## src/rtl/sum_loop_sequencer.sv

```systemverilog
// Moore FSM sequencing a summation datapath (mux selects, load enables); done pulses 3N+4 cycles after start.
// Optional loop watchdog and ERR state are built when SUM_SEQ_WATCHDOG_EN is defined; abort and reset cancel a run.
module sum_loop_sequencer #(
  parameter int unsigned WDT_CYCLES = 64
) (
  input  logic       clk,
  input  logic       reset,
  input  logic       start,
  input  logic       abort,
  input  logic       iLe10,
  output logic       sumSrcMuxSel,
  output logic       iSrcMuxSel,
  output logic       adderSrcMuxSel,
  output logic       sumLoad,
  output logic       iLoad,
  output logic       outLoad,
  output logic       busy,
  output logic       done,
  output logic       error,
  output logic [7:0] iterCount
);

  typedef enum logic [2:0] {
    S_IDLE   = 3'd0,
    S_INIT   = 3'd1,
    S_CHECK  = 3'd2,
    S_ADD    = 3'd3,
    S_INC    = 3'd4,
    S_OUTPUT = 3'd5,
    S_DONE   = 3'd6,
    S_ERR    = 3'd7
  } state_t;

  state_t     r_state;
  state_t     w_next;
  logic [7:0] r_iter;
  logic       w_busy;
  logic       w_loop;

  // Legal limits are 1..255; anything else leaves this marker block in the hierarchy.
  if (WDT_CYCLES == 0 || WDT_CYCLES > 255) begin : g_wdt_cycles_illegal
  end

  assign w_loop = (r_state == S_CHECK) || (r_state == S_ADD) || (r_state == S_INC);

`ifdef SUM_SEQ_WATCHDOG_EN
  localparam logic [7:0] LP_WDT_LIMIT = 8'(WDT_CYCLES);

  logic [7:0] r_wdt;
  logic       w_wdt_trip;

  always_ff @(posedge clk) begin
    if (reset) begin
      r_wdt <= 8'd0;
    end else if (r_state == S_INIT) begin
      r_wdt <= 8'd0;
    end else if (w_loop && (r_wdt != 8'hFF)) begin
      r_wdt <= r_wdt + 8'd1;
    end
  end

  assign w_wdt_trip = w_loop && (r_wdt == LP_WDT_LIMIT);
`endif

  always_ff @(posedge clk) begin
    if (reset) begin
      r_state <= S_IDLE;
    end else begin
      r_state <= w_next;
    end
  end

  // Outputs decode from r_state only; inputs affect nothing but w_next.
  always_comb begin
    w_next         = r_state;
    sumSrcMuxSel   = 1'b0;
    iSrcMuxSel     = 1'b0;
    adderSrcMuxSel = 1'b0;
    sumLoad        = 1'b0;
    iLoad          = 1'b0;
    outLoad        = 1'b0;
    w_busy         = 1'b0;
    done           = 1'b0;
    error          = 1'b0;
    case (r_state)
      S_IDLE: begin
        if (start && !abort) w_next = S_INIT;
      end
      S_INIT: begin
        w_busy  = 1'b1;
        sumLoad = 1'b1;
        iLoad   = 1'b1;
        w_next  = S_CHECK;
      end
      S_CHECK: begin
        w_busy = 1'b1;
        w_next = iLe10 ? S_ADD : S_OUTPUT;
      end
      S_ADD: begin
        w_busy       = 1'b1;
        sumSrcMuxSel = 1'b1;
        sumLoad      = 1'b1;
        w_next       = S_INC;
      end
      S_INC: begin
        w_busy         = 1'b1;
        iSrcMuxSel     = 1'b1;
        adderSrcMuxSel = 1'b1;
        iLoad          = 1'b1;
        w_next         = S_CHECK;
      end
      S_OUTPUT: begin
        w_busy  = 1'b1;
        outLoad = 1'b1;
        w_next  = S_DONE;
      end
      S_DONE: begin
        done   = 1'b1;
        w_next = S_IDLE;
      end
`ifdef SUM_SEQ_WATCHDOG_EN
      S_ERR: begin
        error = 1'b1;
        if (abort) begin
          w_next = S_IDLE;
        end else if (start) begin
          w_next = S_INIT;
        end
      end
`endif
      default: begin
        w_next = S_IDLE;
      end
    endcase
`ifdef SUM_SEQ_WATCHDOG_EN
    if (w_wdt_trip) w_next = S_ERR;
`endif
    if (w_busy && abort) w_next = S_IDLE;
  end

  assign busy = w_busy;

  // An aborted INIT or INC leaves the iteration count untouched.
  always_ff @(posedge clk) begin
    if (reset) begin
      r_iter <= 8'd0;
    end else if ((r_state == S_INIT) && !abort) begin
      r_iter <= 8'd0;
    end else if ((r_state == S_INC) && !abort && (r_iter != 8'hFF)) begin
      r_iter <= r_iter + 8'd1;
    end
  end

  assign iterCount = r_iter;

endmodule
```

## config.mk

```make
export PLATFORM = sky130hd
export DESIGN_NAME = sum_loop_sequencer
export DESIGN_NICKNAME = d
export VERILOG_FILES = /design/src/rtl/sum_loop_sequencer.sv
export SDC_FILE = /design/constraint.sdc
export NUM_CORES = 1
export LEC_CHECK = 0
export BUFFER_PORTS_ARGS = -buffer_cell sky130_fd_sc_hd__buf_4
export CORE_MARGIN = 4
export CORE_UTILIZATION = 43
export CTS_BUF_LIST = sky130_fd_sc_hd__clkbuf_8 sky130_fd_sc_hd__clkbuf_16
export CTS_CLUSTER_SIZE = 25
export DETAILED_ROUTE_END_ITERATION = 16
export PLACE_DENSITY_LB_ADDON = 0.2
export REMOVE_ABC_BUFFERS = 1
export SLEW_MARGIN = 15
export SYNTH_ARGS = -nofsm -noshare
export SYNTH_HDL_FRONTEND = slang
export SYNTH_SLANG_ARGS = --single-unit
export TNS_END_PERCENT = 50
```

## constraint.sdc

```tcl
create_clock -name clk -period 1.6 [get_ports clk]
set_input_delay 0.32 -clock clk [delete_from_list [all_inputs] [get_ports clk]]
set_output_delay 0.32 -clock clk [all_outputs]
set_load 0.01 [all_outputs]
```

==> summary.txt <==
STA
  – Post-route minimum period: 1.55 ns
  – Fin Clk Skew: ~0.0047 ns
  – Final Slew Violations: 0
  – Hold Fails Final Rpt: 0
  – FMAX: 0.645 GHz
  – Final Cycle Share: 0.969
  – Final setup vio count: 0
  – WHS: between 0.4 and 0.5 ns
  – Final worst setup slack: between 0.05 and 0.06 ns
  – Setup TNS Final: 0 ns
  – RSZ-0062 raised after global routing: true

Layout
  – Storage cell area: ~220 µm²
  – Commonest non-fill, non-tap cells in the layout: buf_4 (32), nor2_1 (12), dfxtp_1 (10)
  – Antenna cells: 0
  – Final-layout fill cell count: 122
  – Commonest non-fill, non-tap cell in the layout: buf_4
  – Layout Nets: 115
  – Multi-input gate area: 394 µm²
  – Share of layout cells above drive strength 1: 0.449
  – Final core utilization: 0.692
  – Area added between synthesis and finish: 45.7%

GRT
  – GRT Util Overall: 0.177
  – Number of global-route vias before repair: between 600 and 700
  – Initial antenna violation count: 0
  – Global-route wire length before repair: 2750 µm
  – Largest net degree at the start of global routing: 7
  – Grt total ovfl: 0

Pwr
  – LEAKAGE: about 0.43 nW
  – Power Internal: slightly above 500 µW
  – Sw Share: 0.246
  – Pwr Total: 673 µW
  – Clk pwr share: 0.407
  – Net Sw Power: 166 µW
  – Logic pwr share: 0.171
  – VDD IR-drop max: just over 0.4 mV
  – Seq pwr share: 0.422
  – Power per cell area: slightly above 700 mW/mm²

Clock network
  – Clock sink total: 11
  – H-tree Lvls: 1
  – CTS Buffer Depth: 2
  – # hold bufs at CTS: 0
  – CTS clk-pin slew, worst paths: around 0.050 ns
  – Clk_lat worst skew: approximately 0.24 ns
  – CTS root buf: clkbuf_8
  – CTS Buf Count: 3
  – CTS tree: built

Floorplanning
  – Std cell rows: 13
  – IO Pins: 22
  – Die width: 46.9 µm
  – Total die area: 0.00220 mm²
  – Die height: ~47 µm
  – Core area: 0.00137 mm²
  – Starting Density: 0.475

Worst setup path
  – WS Path Type: register to primary output
  – Req. time, crit path: approximately 1.3 ns
  – Buf+Inv Stages, Crit Path: 4
  – CP delay by family, top: buffers and inverters
  – Crit. End Element: primary output
  – Arrival time worst endpoint: around 1.2 ns
  – Most used cell, CP: buf_4
  – Max incr delay on CP: roughly 0.32 ns
  – CP cell instances: buf_4 -> inv_1 -> nand2_2 -> inv_2 -> a21o_1 -> buf_4
  – Critical path's slowest cell: dfxtp_1
  – CP startpoint kind: register
  – CP Max Fanout: 5

Routing
  – Final WL: between 1500 and 2000 µm
  – Drt initial violations: 15
  – DR vias: 632
  – Routed len/inst: between 10 and 15 µm
  – Post-route DRC: 0
  – First drt pass iteration count: 6
  – DRT antenna net count: 0
  – Vias per Instance: around 5.2

Outcome
  – Status: completed

Yosys
  – Sequential share of the synthesized area: 0.339
  – Post-Syn Area: ~650 µm²
  – Post-synthesis instance total: 75
  – Netlist cell types: 33
  – Yosys warning count: 0
  – Avg Inst Size Synth: about 8.7 µm²
  – Seq cells post-synth: 11

Placement
  – I/O Buffers: 20
  – GPL Wtd Cong: between 0.7 and 0.8
  – Detail Placement HPWL: between 1000 and 1500 µm
  – Pre-CTS worst setup slack: about 0.011 ns

Hold path
  – Hold crit path type: input port to register

Flow run
  – Max cap viols: 0
[final cells by class]
| cell class | count | area share |
|---|---|---|
| Multi-Input combinational cell | 55 | 0.417 |
| Timing Repair Buffer | 33 | 0.266 |
| Sequential cell | 11 | 0.234 |
| Clock buffer | 3 | 0.0437 |
| Tap cell | 15 | 0.0198 |
| Inverter | 4 | 0.0159 |
| Clock inverter | 1 | 0.00397 |
[layer usage]
metal / global-route usage / part of all wire
met1: 0.244 / 0.51
met2: 0.260 / 0.45
met3: 0.0575 / 0.043
met4: 0.0552 / 0
met5: 0 / 0
[power groups by stage]
stage / registers, mW / logic (mW) / clock network, mW
global route: 0.284 / 0.129 / 0.295
floorplan: 0.292 / 0.0431 / 0
CTS: 0.284 / 0.108 / 0.282
finish: 0.284 / 0.115 / 0.274
global placement: 0.288 / 0.0928 / 0
detailed placement: 0.288 / 0.0951 / 0
[sequential cells by signal, summed over array words and instances, names as in the netlist]
register,flops
r_state,3
iterCount,8
[worst reg2reg max path: stages, from the launching register on]
cell and delay [ns]:
dfxtp_1 0.32, or4b_4 0.60, a211oi_2 0.21, a211oi_1 0.11, a31o_1 0.19
[Yosys cell counts, drive strengths merged]
master / instances / area, µm²
nor4: 1 / 21.3
a41o: 1 / 11.3
conb: 1 / 3.75
inv: 4 / 15.0
or4b: 1 / 13.8
xnor2: 3 / 26.3
and4: 2 / 17.5
nand2: 3 / 11.3
nor2: 13 / 48.8
and3: 1 / 6.26
xor2: 1 / 8.76
a41oi: 1 / 8.76
a31oi: 1 / 6.26
dfxtp: 11 / 220
a211oi: 2 / 20.0
o21ai: 2 / 10.0
a21oi: 2 / 10.0
a2111oi: 1 / 15.0
nor2b: 2 / 12.5
a21o: 2 / 15.0
buf: 4 / 33.8
a31o: 1 / 8.76
clkbuf: 1 / 7.51
nand4: 1 / 6.26
a211o: 1 / 8.76
nand2b: 2 / 12.5
ha: 2 / 25.0
nor3: 4 / 20.0
mux2i: 1 / 10.0
nand3: 3 / 15.0
[timing repair]
| item | in CTS | in global routing |
|---|---|---|
| setup buffers | 3 | 0 |
| endpoints found under the hold margin | 0 | 0 |
| pin swaps | 0 | 1 |
| endpoints found under the setup margin | 1 | 6 |
| resized for setup | 2 | 5 |
[logic make-up after synthesis]
family | Yosys count | synth area share
adders and majority gates | 2 | 0.0385
buffers and inverters | 9 | 0.0867
muxes | 1 | 0.0154
xor gates and xnor gates | 4 | 0.0540
DFF | 11 | 0.339
and+or+nand+nor | 33 | 0.285
AOI/OAI and AO/OA | 14 | 0.175
other | 1 | 0.00577
[path summary, 6_finish.rpt]
check	endpoint	cells after the start	slack [ns]	startpoint
worst max-delay path	busy	6	0.05	r_state[2]
worst min-delay path	r_state[2]	3	0.43	reset
worst max register to register	iterCount[5]	4	0.08	r_state[0]
worst min register to register	iterCount[7]	2	0.55	iterCount[7]
[metrics by stage]
step / cell area, µm² / cells
after detailed placement: 852 / 115
final: 946 / 122
after floorplan: 608 / 70
after global routing: 946 / 122
after global placement: 852 / 115
after CTS: 925 / 122
No activity file was read; power rests on OpenSTA's default activity.
